File: src/rtl/disp_pkg.sv
// Shared constants and types for the seven-segment scan controller.
package disp_pkg;

  localparam logic [7:0] SEG_BLANK = 8'hFF;
  localparam logic [3:0] SEL_OFF   = 4'hF;

  // Indexed by slot; slot0 is the leftmost digit, then nibbles 0,1,2.
  localparam logic [3:0][3:0] SLOT_SEL = {4'b1011, 4'b1101, 4'b1110, 4'b0111};
  localparam logic [3:0][1:0] SLOT_NIB = {2'd2, 2'd1, 2'd0, 2'd3};

  // Active-low {g,f,e,d,c,b,a} for BCD 9..0.
  localparam logic [9:0][6:0] BCD_SEG = {
    7'h10, 7'h00, 7'h78, 7'h02, 7'h12,
    7'h19, 7'h30, 7'h24, 7'h79, 7'h40
  };

  typedef struct packed {
    logic [3:0]  dp;
    logic [15:0] digits;
  } disp_val_t;

endpackage

File: src/rtl/disp_scan_ctrl_seg7_decode.sv
// Combinational BCD to active-low segment decode; invalid codes and blank
// force all segments off while the decimal point is kept.
module seg7_decode
  import disp_pkg::*;
(
  input  logic [3:0] nibble,
  input  logic       dp,
  input  logic       blank,
  output logic [7:0] seg
);

  always_comb begin
    seg = SEG_BLANK;
    if (!blank && (nibble <= 4'd9)) begin
      seg[6:0] = BCD_SEG[nibble];
    end
    seg[7] = ~dp;
  end

endmodule

File: src/rtl/disp_scan_ctrl.sv
// Four-digit common-anode scan controller with frame-synchronous double buffer.
// Build option: LEAD_ZERO_BLANK_EN blanks leading zero digits (nibble0 always shown).
//
//   state    | meaning
//   ST_BLANK | start of slot, all digits off to suppress ghosting
//   ST_SHOW  | current slot digit driven from the active buffer
module disp_scan_ctrl
  import disp_pkg::*;
#(
  parameter int CLK_DIV   = 50000,
  parameter int BLANK_CYC = 500
) (
  input  logic        clk,
  input  logic        rst,
  input  logic        en,
  input  logic        load,
  input  logic [15:0] data_in,
  input  logic [3:0]  dp_in,
  output logic [3:0]  sel,
  output logic [7:0]  seg,
  output logic        upd_done,
  output logic        frame_tick
);

  localparam int CNT_W = $clog2(CLK_DIV);
  localparam logic [CNT_W-1:0] CNT_LAST   = CNT_W'(CLK_DIV - 1);
  localparam logic [CNT_W-1:0] BLANK_LAST = CNT_W'(BLANK_CYC - 1);

  localparam logic [0:0] ST_BLANK = 1'b0;
  localparam logic [0:0] ST_SHOW  = 1'b1;

  logic [CNT_W-1:0] cnt;
  logic [1:0]       ptr;
  logic [0:0]       state;
  disp_val_t        shadow;
  disp_val_t        active;
  disp_val_t        load_val;
  logic             pending;
  logic [3:0]       sel_q;
  logic [7:0]       seg_q;
  logic             upd_q;

  logic             cnt_wrap;
  logic             commit;
  logic [1:0]       cur_idx;
  logic [3:0]       cur_nib;
  logic             cur_dp;
  logic [3:0]       lz;
  logic [7:0]       dec_seg;

  assign cnt_wrap   = (cnt == CNT_LAST);
  assign frame_tick = en && (ptr == 2'd3) && cnt_wrap;
  // While dark there is no frame to tear, so anything buffered goes straight through.
  assign commit     = frame_tick || !en;
  assign load_val   = {dp_in, data_in};

`ifdef LEAD_ZERO_BLANK_EN
  always_comb begin
    lz    = '0;
    lz[3] = (active.digits[15:12] == 4'd0);
    lz[2] = lz[3] && (active.digits[11:8] == 4'd0);
    lz[1] = lz[2] && (active.digits[7:4] == 4'd0);
  end
`else
  assign lz = '0;
`endif

  assign cur_idx = SLOT_NIB[ptr];
  assign cur_nib = active.digits[{cur_idx, 2'b00} +: 4];
  assign cur_dp  = active.dp[cur_idx];

  seg7_decode u_dec (
    .nibble (cur_nib),
    .dp     (cur_dp),
    .blank  (lz[cur_idx]),
    .seg    (dec_seg)
  );

  always_ff @(posedge clk) begin
    if (rst) begin
      cnt     <= '0;
      ptr     <= '0;
      state   <= ST_BLANK;
      shadow  <= '0;
      active  <= '0;
      pending <= 1'b0;
      sel_q   <= SEL_OFF;
      seg_q   <= SEG_BLANK;
      upd_q   <= 1'b0;
    end else begin
      if (!en) begin
        cnt   <= '0;
        ptr   <= '0;
        state <= ST_BLANK;
      end else begin
        cnt <= cnt_wrap ? '0 : cnt + 1'b1;
        if (cnt_wrap) ptr <= ptr + 2'd1;
        if ((state == ST_BLANK) && (cnt == BLANK_LAST)) state <= ST_SHOW;
        else if ((state == ST_SHOW) && cnt_wrap)        state <= ST_BLANK;
      end

      if (en && (state == ST_SHOW)) begin
        sel_q <= SLOT_SEL[ptr];
        seg_q <= dec_seg;
      end else begin
        sel_q <= SEL_OFF;
        seg_q <= SEG_BLANK;
      end

      upd_q <= 1'b0;
      if (load) begin
        shadow <= load_val;
        if (commit) begin
          active  <= load_val;
          pending <= 1'b0;
          upd_q   <= 1'b1;
        end else begin
          pending <= 1'b1;
        end
      end else if (commit && pending) begin
        active  <= shadow;
        pending <= 1'b0;
        upd_q   <= 1'b1;
      end
    end
  end

  assign sel      = sel_q;
  assign seg      = seg_q;
  assign upd_done = upd_q;

endmodule

File: config.mk
export PLATFORM = sky130hd
export DESIGN_NAME = disp_scan_ctrl
export DESIGN_NICKNAME = d
export VERILOG_FILES = /design/src/rtl/disp_pkg.sv /design/src/rtl/disp_scan_ctrl_seg7_decode.sv /design/src/rtl/disp_scan_ctrl.sv
export SDC_FILE = /design/constraint.sdc
export NUM_CORES = 1
export LEC_CHECK = 0
export ABC_CLOCK_PERIOD_IN_PS = 3400
export CAP_MARGIN = 20
export CORE_MARGIN = 2
export CORE_UTILIZATION = 56
export CTS_BUF_LIST = sky130_fd_sc_hd__clkbuf_8
export DETAILED_ROUTE_END_ITERATION = 6
export GPL_ROUTABILITY_DRIVEN = 0
export PLACE_DENSITY = 0.81
export SYNTH_ARGS = -nofsm -noshare
export SYNTH_HDL_FRONTEND = slang
export SYNTH_SLANG_ARGS = --single-unit
File: constraint.sdc
create_clock -name clk -period 3.4 [get_ports clk]
set_input_delay 0.68 -clock clk [delete_from_list [all_inputs] [get_ports clk]]
set_output_delay 0.68 -clock clk [all_outputs]
set_load 0.01 [all_outputs]
==> flow_summary.toml, run 1 <==
[synth]
synth_fa_ha_area_frac = 0.0433
ys.warnings.count = 0
syn_avg_cell_area_sq_um = 10.4
synthArstFlopShare = 0
synth-edff-count = 0
synth_top_area_share = 0.505
syn_nets = 313
syn-instance-count = 279
synth_mux_area_frac = 0.108
seq_area_frac_synth = 0.505
yosysUniqueCellTypes = 35
synth-simple-area-share = 0.171
synth_top_cell_by_area = "dfxtp_1"
synth_top_family_by_area = "simple AND/OR/NAND/NOR gates"
syn_area_sq_um = 2890
synth_seq_cells = 73
synth.area.top_cells = "dfxtp_1, mux2i_1, a22o_1"
ys.flop_type = "dfxtp_1"
synth_compound_area_frac = 0.0900
synth_xor_area_frac = 0.0454

[die]
chipHeight_microns = 75.9
die_x_microns = 75.9
initial_utilization = 0.573
num_rows = 26
core_area_sq_um = 5040
ioPinCount = 38
dieArea_sq_um = 5750

[critical_path]
cp_max_fo = 6
setup.worst_path.end_class = "primary output"
worstPathRequired_ns = 2.72
crit_path_start_kind = "register"
crit_arrival_ns = 2.22
worst-setup-path-type = "reg2out"
rr_worst_depth = 9

[clocking]
post-cts-setup-buffers = 0
cts.reportedPaths.clkPinSlew_ns = 0.07
cts_hold_buf = 0
clock-sinks = 73
clk_latency_ns = 0.34
cts-resized-gates = 0
root_buffer = "clkbuf_8"
cts.path.max_buffers = 2
tritoncts = "done"
ctsHtreeMaxLevel = 3
numCtsBuffers = 9

[global_route]
antenna_found_initial = 0
grt_pass1_wl_microns = 8800
grt_pass1_vias = 1875
grt_max_degree = 25
grt_usage = 0.207
grt-ovfl-total = 0

[timing]
maxSlewHeadroom = 0.607
fmax_mhz = 344
min_period_ns = 2.90
tightest_slew_ns = 0.587
slew_violations = 0
setup_viol = 0
skew_ns = 0.00905
whs_ns = 0.456
timing.final.crit_share = 0.854
hold_viol = 0
worst_slack_ns = 0.497
rsz0062_at_grt = "false"
tns_ns = 0

[final_layout]
regArea_sq_um = 1460
insertedDiodeCount = 0
layout_commonest_cell = "dfxtp_1"
layout_common_cells = "dfxtp_1, nor2_1, clkdlybuf4s50_1"
layout-drive-gt1-share = 0.0901
final_nets = 351
multi_input_area_sq_um = 1330
areaGrowthSynthToFinish_pct = 24.0
filler_cell_count = 381

[power]
finalPower_mw = 1.93
peakVddDrop_mv = 0.335
cellLeakagePower_nw = 1.40
powerDensity_nw_per_um2 = 539

[routing]
wl_met1_microns = 2560
viasPerCell = 5.24
postRouteAntennaNets = 0
finalWirelength_microns = 5380
dr.first_iter.drc_count = 129
drc_errors = 0
dr_wl_met3_microns = 190
dr.max_layer_used = "met4"
drt_first_pass_iters = 4
dr_wl_met2_microns = 2540
routedWlPerCell_microns = 13.7
vias = 2055

[worst_hold_path]
hold_path_class = "reg2reg"
holdPathStages = 1

[outcome]
status = "finished clean"

[placed_design]
dp_hpwl_microns = 3610
place_worst_setup_slack_ns = 0.723
port_buffers = 37

[job]
drv_cap = 0
stage by stage:
step / instances / util / cell area, sq um
floorplan: 279 / - / 2890
global placement: 376 / 0.656 / 3310
detailed placement: 376 / 0.656 / 3310
CTS: 392 / 0.711 / 3580
global route: 392 / 0.711 / 3580
finish: 392 / 0.711 / 3580
cells in the mapped netlist, types with 2 or more instances:
cell type   n
mux4_2      5
xnor2_1     6
dfxtp_1    73
mux2i_1    20
nor2_1     44
nand2b_1    2
nor3_1      6
xor2_1      9
nand4_1     2
nor3b_1     4
inv_1       8
nand3_1     7
buf_4       2
o21ai_0     6
nand4b_1    2
clkbuf_1    4
and3_1      6
buf_2       7
ha_1       10
o22ai_1     2
nor2b_1     2
a21oi_1     4
a22o_1     20
nand2_1    17
area by class of cell:
type,instances,area share
clock buffer,11,0.0422
clock inverter,5,0.0349
inverter,8,0.00838
multi-input combinational,184,0.371
sequential,73,0.408
tap,70,0.0244
timing repair buffer,41,0.112
metal layers:
| layer | track usage | vias up |
|---|---|---|
| met5 | 0 | - |
| met4 | 0.0799 | 0 |
| met3 | 0.0608 | 8 |
| met2 | 0.315 | 39 |
| met1 | 0.279 | 967 |
| li1 | - | 1041 |
flip-flops by register name (all words and copies together) (netlist names):
signal    count
cnt          16
ptr           2
pending       1
state         1
sel           4
active       20
shadow       20
upd_done      1
seg           8
cells by family (layout without fill, tap and decap cells):
logic type,Yosys count,count (layout)
and+or+nand+nor,99,99
DFF,73,73
AOI/OAI and AO/OA,35,35
muxes,25,25
buffers and inverters,22,65
xor gates and xnor gates,15,15
adders and majority gates,10,10
critical path: stages, from the launching register on:
cell and delay [ns]:
dfxtp_1 0.36, or4_4 0.58, nor4_4 0.22, and3_1 0.20, clkdlybuf4s50_1 0.53
power by group:
group / leakage (nW) / internal (mW) / total (mW) / switching [mW]
Clock: 0.140 / 0.601 / 0.914 / 0.313
Combinational: 0.670 / 0.0645 / 0.123 / 0.0586
Sequential: 0.595 / 0.884 / 0.896 / 0.0121
worst paths after layout:
check | startpoint | to | slack, ns
max | cnt[11] | frame_tick | 0.50
min reg2reg | cnt[0] | cnt[0] | 0.46
min | cnt[0] | cnt[0] | 0.46
max reg2reg | ptr[1] | seg[0] | 0.66
(Power assumes the default switching activity.)
==> run 2, diff against run 1 <==
--- a/config.mk
+++ b/config.mk
@@ -16,3 +16,4 @@
 export SYNTH_ARGS = -nofsm -noshare
 export SYNTH_HDL_FRONTEND = slang
 export SYNTH_SLANG_ARGS = --single-unit
+export TNS_END_PERCENT = 5
==> results of run 2 <==
Final layout, timing and power as in run 1 (identical DEF).
==> run 3, diff against run 2 <==
--- a/config.mk
+++ b/config.mk
@@ -5,7 +5,6 @@
 export SDC_FILE = /design/constraint.sdc
 export NUM_CORES = 1
 export LEC_CHECK = 0
-export ABC_CLOCK_PERIOD_IN_PS = 3400
 export CAP_MARGIN = 20
 export CORE_MARGIN = 2
 export CORE_UTILIZATION = 56
==> results of run 3 <==
Final layout, timing and power as in run 1 (identical DEF).
